[config.mk]
export PLATFORM = sky130hd
export DESIGN_NAME = reg_writeback_seq
export DESIGN_NICKNAME = d
export VERILOG_FILES = /design/src/rtl/rf_pkg.sv /design/src/rtl/wb_fifo.sv /design/src/rtl/reg_writeback_seq.sv
export SDC_FILE = /design/constraint.sdc
export NUM_CORES = 1
export LEC_CHECK = 0
export CAP_MARGIN = 20
export CORE_AREA = 2 2 229 231
export DETAILED_ROUTE_END_ITERATION = 6
export DIE_AREA = 0 0 231 233
export PLACE_DENSITY = 0.85
export SYNTH_ARGS = -nofsm -noshare
export SYNTH_HDL_FRONTEND = slang
export SYNTH_SLANG_ARGS = --single-unit
[constraint.sdc]
create_clock -name Clk -period 5.8 [get_ports Clk]
set_input_delay 0.58 -clock Clk [delete_from_list [all_inputs] [get_ports Clk]]
set_output_delay 0.58 -clock Clk [all_outputs]
set_load 0.05 [all_outputs]
[src/rtl/rf_pkg.sv]
// Shared register-file constants and the address-to-bitmap decode used by
// writeback hazard tracking.
package rf_pkg;

    localparam int unsigned REG_ADDR_W = 5;
    localparam int unsigned REG_DATA_W = 64;
    localparam int unsigned NUM_REGS   = 32;

    localparam logic [REG_ADDR_W-1:0] XZR = 5'd31;

    // One-hot decode of a destination register; XZR never shows as pending.
    function automatic logic [NUM_REGS-1:0] reg_bit(input logic [REG_ADDR_W-1:0] rd);
        logic [NUM_REGS-1:0] m;
        m = '0;
        if (rd != XZR) m[rd] = 1'b1;
        return m;
    endfunction

endpackage

[src/rtl/wb_fifo.sv]
// Synchronous request FIFO for the writeback sequencer; exposes per-entry
// valid flags and each entry's tag field so the owner can decode hazards.
module wb_fifo #(
    parameter int unsigned DEPTH = 4,
    parameter int unsigned WIDTH = 139,
    parameter int unsigned TAG_W = 11
) (
    input  logic                       clk,
    input  logic                       reset,
    input  logic                       push,
    input  logic [WIDTH-1:0]           push_data,
    input  logic                       pop,
    output logic                       full,
    output logic                       empty,
    output logic [WIDTH-1:0]           head,
    output logic [$clog2(DEPTH)-1:0]   head_idx,
    output logic [DEPTH-1:0]           entry_valid,
    output logic [DEPTH*TAG_W-1:0]     tags
);

    localparam int unsigned AW = $clog2(DEPTH);

    logic [WIDTH-1:0] mem [DEPTH];
    logic [AW:0]      wr_ptr;
    logic [AW:0]      rd_ptr;
    logic [AW:0]      count;

    assign count    = wr_ptr - rd_ptr;
    assign full     = (count == (AW+1)'(DEPTH));
    assign empty    = (wr_ptr == rd_ptr);
    assign head     = mem[rd_ptr[AW-1:0]];
    assign head_idx = rd_ptr[AW-1:0];

    always_ff @(posedge clk) begin
        if (reset) begin
            wr_ptr <= '0;
            rd_ptr <= '0;
        end else begin
            if (push && !full) wr_ptr <= wr_ptr + 1'b1;
            if (pop && !empty) rd_ptr <= rd_ptr + 1'b1;
        end
    end

    always_ff @(posedge clk) begin
        if (!reset && push && !full) mem[wr_ptr[AW-1:0]] <= push_data;
    end

    // An entry is live when its distance from the read pointer is below the occupancy.
    always_comb begin
        logic [AW-1:0] offset;
        offset      = '0;
        entry_valid = '0;
        tags        = '0;
        for (int unsigned i = 0; i < DEPTH; i++) begin
            offset         = AW'(i) - rd_ptr[AW-1:0];
            entry_valid[i] = ({1'b0, offset} < count);
            tags[i*TAG_W +: TAG_W] = mem[i][WIDTH-1 -: TAG_W];
        end
    end

endmodule

[src/rtl/reg_writeback_seq.sv]
// Register-file write initiator: queues single/pair writeback requests and
// serialises them into one registered write per cycle, skipping XZR.
module reg_writeback_seq
    import rf_pkg::*;
#(
    parameter int unsigned DEPTH  = 4,
    parameter int unsigned DATA_W = 64
) (
    input  logic              Clk,
    input  logic              Reset,
    input  logic              ReqValid,
    output logic              ReqReady,
    input  logic [4:0]        ReqRd0,
    input  logic [DATA_W-1:0] ReqData0,
    input  logic              ReqPair,
    input  logic [4:0]        ReqRd1,
    input  logic [DATA_W-1:0] ReqData1,
    output logic [4:0]        RW,
    output logic [DATA_W-1:0] BusW,
    output logic              RegWr,
    output logic [31:0]       Pending,
    output logic              Busy
);

    localparam int unsigned AW    = $clog2(DEPTH);
    localparam int unsigned TAG_W = 11;
    localparam int unsigned EW    = 2*DATA_W + TAG_W;

    // Entry layout {rd0, pair, rd1, data0, data1}: the tag sits on top so the
    // FIFO can export just the bits the Pending decode needs.
    localparam int unsigned D1_LSB   = 0;
    localparam int unsigned D0_LSB   = DATA_W;
    localparam int unsigned RD1_LSB  = 2*DATA_W;
    localparam int unsigned PAIR_BIT = 2*DATA_W + 5;
    localparam int unsigned RD0_LSB  = 2*DATA_W + 6;

    logic                   push;
    logic                   pop;
    logic                   full;
    logic                   empty;
    logic [EW-1:0]          head;
    logic [AW-1:0]          head_idx;
    logic [DEPTH-1:0]       entry_valid;
    logic [DEPTH*TAG_W-1:0] tags;

    logic                   phase;
    logic                   phase_next;
    logic                   issue;
    logic [4:0]             issue_rd;
    logic [DATA_W-1:0]      issue_data;

    logic [4:0]             h_rd0;
    logic [4:0]             h_rd1;
    logic                   h_pair;
    logic                   live0;
    logic                   live1;

    assign ReqReady = !full;
    assign push     = ReqValid && !full;
    assign Busy     = !empty || RegWr;

    wb_fifo #(
        .DEPTH (DEPTH),
        .WIDTH (EW),
        .TAG_W (TAG_W)
    ) u_fifo (
        .clk         (Clk),
        .reset       (Reset),
        .push        (push),
        .push_data   ({ReqRd0, ReqPair, ReqRd1, ReqData0, ReqData1}),
        .pop         (pop),
        .full        (full),
        .empty       (empty),
        .head        (head),
        .head_idx    (head_idx),
        .entry_valid (entry_valid),
        .tags        (tags)
    );

    assign h_rd0  = head[RD0_LSB +: 5];
    assign h_rd1  = head[RD1_LSB +: 5];
    assign h_pair = head[PAIR_BIT];
    assign live0  = (h_rd0 != XZR);
    assign live1  = h_pair && (h_rd1 != XZR);

    always_comb begin
        issue      = 1'b0;
        issue_rd   = h_rd0;
        issue_data = head[D0_LSB +: DATA_W];
        pop        = 1'b0;
        phase_next = phase;
        if (!empty) begin
            if (phase) begin
                issue      = 1'b1;
                issue_rd   = h_rd1;
                issue_data = head[D1_LSB +: DATA_W];
                pop        = 1'b1;
                phase_next = 1'b0;
            end else if (live0) begin
                issue = 1'b1;
                if (live1) phase_next = 1'b1;
                else       pop        = 1'b1;
            end else begin
                // Dead slot 0: slot 1 (if live) goes out now, else the entry retires silently.
                pop = 1'b1;
                if (live1) begin
                    issue      = 1'b1;
                    issue_rd   = h_rd1;
                    issue_data = head[D1_LSB +: DATA_W];
                end
            end
        end
    end

    always_ff @(posedge Clk) begin
        if (Reset) begin
            RegWr <= 1'b0;
            RW    <= XZR;
            BusW  <= '0;
            phase <= 1'b0;
        end else begin
            RegWr <= issue;
            if (issue) begin
                RW   <= issue_rd;
                BusW <= issue_data;
            end
            phase <= phase_next;
        end
    end

    // The head's slot 0 has already left when phase is set; the output register covers it.
    always_comb begin
        logic [TAG_W-1:0] t;
        t       = '0;
        Pending = '0;
        for (int unsigned i = 0; i < DEPTH; i++) begin
            t = tags[i*TAG_W +: TAG_W];
            if (entry_valid[i]) begin
                if (!(phase && (AW'(i) == head_idx))) Pending = Pending | reg_bit(t[10:6]);
                if (t[5]) Pending = Pending | reg_bit(t[4:0]);
            end
        end
        if (RegWr) Pending = Pending | reg_bit(RW);
    end

endmodule

==> implementation parameters <==
Parameter                              Value

Status
  Outcome    finished, final reports clean

Worst setup path
  Path type of the worst setup path    reg -> out
  Critical path buffers and inverters    4
  Crit-path most repeated cell    sky130_fd_sc_hd__inv_1
  Crit-path slowest cell    sky130_fd_sc_hd__clkdlybuf4s50_1
  Arrival time at the worst endpoint    4.57 ns
  Ordered list of cells on the worst path    inv_1 > ha_1 > inv_1 > fa_1 > inv_1 > ha_1 > a21oi_1 > nand2b_1 > o21ai_0 > nand3_1 > a211o_1 > clkdlybuf4s50_1
  Setup crit start kind    register
  Required time at the endpoint of the critical path    5.22 ns
  Family with the most delay on the worst path    buffers and inverters
  Largest stage delay on the critical path    0.82 ns
  Critical path peak fanout    17
  Kind of end point of the critical path    primary output

Drt
  Routed WL per cell    29.28 um
  Via density per instance    6.378
  Post-detailed-route DRC marker count    0
  Number of search-and-repair iterations in the first detailed-routing pass    7
  Number of nets still failing antenna checks after routing    0
  Starting DRT DRC Count    approximately 1600
  Final Routed Wirelength    73.40 mm
  Number of vias after detailed routing    15990

Synthesis
  Yosys warnings    0
  Most common cell in the synthesized netlist    sky130_fd_sc_hd__edfxtp_1
  Number of different library cells in the post-synthesis netlist    58
  Post-synthesis cell type with the largest combined area    sky130_fd_sc_hd__edfxtp_1
  Yosys top cell area share    63.23%
  Share of flip-flops with an asynchronous set or reset    0%
  Number of flops mapped to enable cells by yosys    556
  Post-synthesis register bit count    635
  Top cells by area in the synthesized netlist    sky130_fd_sc_hd__edfxtp_1, sky130_fd_sc_hd__mux4_2, sky130_fd_sc_hd__dfxtp_1
  Primary FF master, synth    sky130_fd_sc_hd__edfxtp_1
  Cell count after synthesis    1547
  Net count after synthesis    around 1700
  Syn_area_per_cell    17.07 um^2
  Share of synthesized area occupied by flip-flops and latches    69.22%
  Most frequent cells after synthesis    sky130_fd_sc_hd__edfxtp_1, sky130_fd_sc_hd__mux4_2, sky130_fd_sc_hd__o22ai_1
  Netlist Area Pre-Place    26410 um^2

Final layout
  Nets    1929
  Filler Cells Inserted    3549
  Final instance area    31550 um^2
  Fraction of layout instances using a drive strength above 1    16.52%
  FF+latch area    18290 um^2
  Layout overhead on the synthesized area    19.48%
  Area of combinational cells with multiple inputs    7576 um^2

Floorplan
  Die Height    233 um
  Number of top-level design ports    around 250
  Die width    ~230 um
  Die area    approximately 54000 um^2
  Effective utilization at floorplan    between 50 and 60%
  Std cell rows    83
  Floorplan core area    approximately 50000 um^2

STA
  Setup repair after global routing missed its margin    false
  Final hold violations    0
  Final Slew Violations    0
  Slew Limit Headroom    37.84%
  Worst slew pin tran    0.9325 ns
  Final worst-path cycle share    between 80% and 90%
  Total Neg Setup Slack    0 ns
  Minimum period implied by the final worst setup slack    slightly above 5 ns
  Worst clock skew    between 0.015 and 0.02 ns
  Count of endpoints failing setup in the final report    0
  Fmax    194.2 MHz

Placed design
  Routability-driven placement congestion ratio    roughly 0.95
  Post-DP Area    29530 um^2
  Quantity of I/O buffers inserted on ports    244
  Post-DP HPWL    between 40 and 50 mm

CTS
  Number of buffers on the longest clock path    3
  Worst skew pair latency    0.61 ns
  Clock tree from TritonCTS    built
  Number of instances resized during post-cts repair    0
  Number of H-tree branching levels    2
  Worst-path clk slew    0.06 ns
  Number of buffers added by the clock tree synthesis step    60
  Clock sink count    635
  CTS root buf    sky130_fd_sc_hd__clkbuf_16
  Number of post-CTS setup repair buffers    0
  Post-CTS Hold Fix Bufs    0

Global routing
  GRT Residual Overflow    0
  Number of antenna violations at the first check in global routing    11
  Largest net degree at the start of global routing    89
  Vias in the first global route    between 15000 and 20000
  Wire length of the first global-routing pass    ~110 mm
  Global router's overall resource usage    27.17%

Job
  Max capacitance violation total    0

Power
  Worst ir drop on vdd    0.4528 mV
  Final Total Pwr    14.87 mW
  Leakage Power    10.27 nW
  Power Dens Cells    471.3 nW/um^2

Worst hold path
  Worst hold-check path type    reg -> reg
-- routing by layer --
metal  track usage [%]  up-vias  part of all wire [%]
met4             6.431       12                   2.0
met1             37.80     8224                    41
li1                  -     6864                     -
met3             6.716      107                   8.4
met2             43.54      783                    48
met5                 0        -                  0.10
-- stage by stage --
step	std cells	setup slack, ns	hold slack (ns)	utilization, %
4_1_cts	2502	0.6949	0.5006	61.72
5_1_grt	2504	0.4949	0.5112	61.73
3_3_place_gp	2389	1.333	0.4846	57.79
6_report	2507	0.6498	0.5022	61.75
2_1_floorplan	1547	1.410	0.4996	-
3_5_place_dp	2389	1.350	0.4918	57.79
-- cell usage in the layout (no fill, tap or decap), types with 15 or more instances in the layout --
| master | synthesis | routed |
|---|---|---|
| sky130_fd_sc_hd__a211oi_1 | 51 | 51 |
| sky130_fd_sc_hd__a222oi_1 | 27 | 27 |
| sky130_fd_sc_hd__a22oi_1 | 21 | 21 |
| sky130_fd_sc_hd__buf_4 | 7 | 26 |
| sky130_fd_sc_hd__clkbuf_16 | 0 | 61 |
| sky130_fd_sc_hd__clkdlybuf4s50_1 | 0 | 243 |
| sky130_fd_sc_hd__dfxtp_1 | 79 | 77 |
| sky130_fd_sc_hd__edfxtp_1 | 556 | 556 |
| sky130_fd_sc_hd__ha_1 | 15 | 15 |
| sky130_fd_sc_hd__inv_1 | 18 | 18 |
| sky130_fd_sc_hd__mux2i_1 | 69 | 69 |
| sky130_fd_sc_hd__mux4_2 | 139 | 139 |
| sky130_fd_sc_hd__nand2_1 | 51 | 51 |
| sky130_fd_sc_hd__nand3_1 | 24 | 24 |
| sky130_fd_sc_hd__nand3b_1 | 37 | 37 |
| sky130_fd_sc_hd__nor2_1 | 87 | 87 |
| sky130_fd_sc_hd__nor4_1 | 24 | 24 |
| sky130_fd_sc_hd__o22ai_1 | 103 | 103 |
-- cells by family (layout without fill, tap and decap cells) --
family / Yosys count / count (layout) / synth area share, %
other: 1 / 6 / 0.01420
adders and majority gates: 16 / 16 / 0.7865
and+or+nand+nor: 283 / 283 / 5.662
buffers and inverters: 131 / 406 / 2.180
DFF: 635 / 635 / 69.22
muxes: 208 / 208 / 14.47
xor gates and xnor gates: 5 / 5 / 0.1658
AOI/OAI and AO/OA: 268 / 268 / 7.505
-- power breakdown --
part / leakage, nW / switching (mW) / internal, mW
registers: 5.70 / 0.368 / 5.50
logic: 3.58 / 3.21 / 1.84
clock network: 0.988 / 1.64 / 2.31
-- cell type report --
class,count,share of cell area [%]
multi-input combinational,781,24.01
clock buffer,77,5.219
timing repair buffer,275,8.709
clock inverter,36,1.154
inverter,18,0.2141
tap,680,2.697
antenna,5,0.03966
sequential,635,57.96
-- flip-flops by register name (all words and copies together), names as in the netlist, named ones only --
name and flops:
u_fifo.rd_ptr 3, BusW 64, u_fifo.wr_ptr 3, u_fifo.mem 556, RegWr 1, RW 5, phase 1
-- worst register-to-register path, delay by kind of cell, from the launching register on --
kind / cells / cell delay, ns
DFF: 1 / 0.34
xor gates and xnor gates: 1 / 0.38
and+or+nand+nor: 4 / 1.20
adders and majority gates: 2 / 0.56
buffers and inverters: 3 / 0.80
-- final timing paths --
| check | start | end | slack [ns] | cells past startpoint |
|---|---|---|---|---|
| worst max register to register | u_fifo.wr_ptr[0] | u_fifo.mem[2][33] | 2.09 | 10 |
| worst min-delay path | BusW[6] | BusW[6] | 0.50 | 2 |
| worst max-delay path | u_fifo.wr_ptr[0] | Pending[1] | 0.65 | 12 |
| worst min register to register | BusW[6] | BusW[6] | 0.50 | 2 |
No activity file was read; power rests on OpenSTA's default activity.
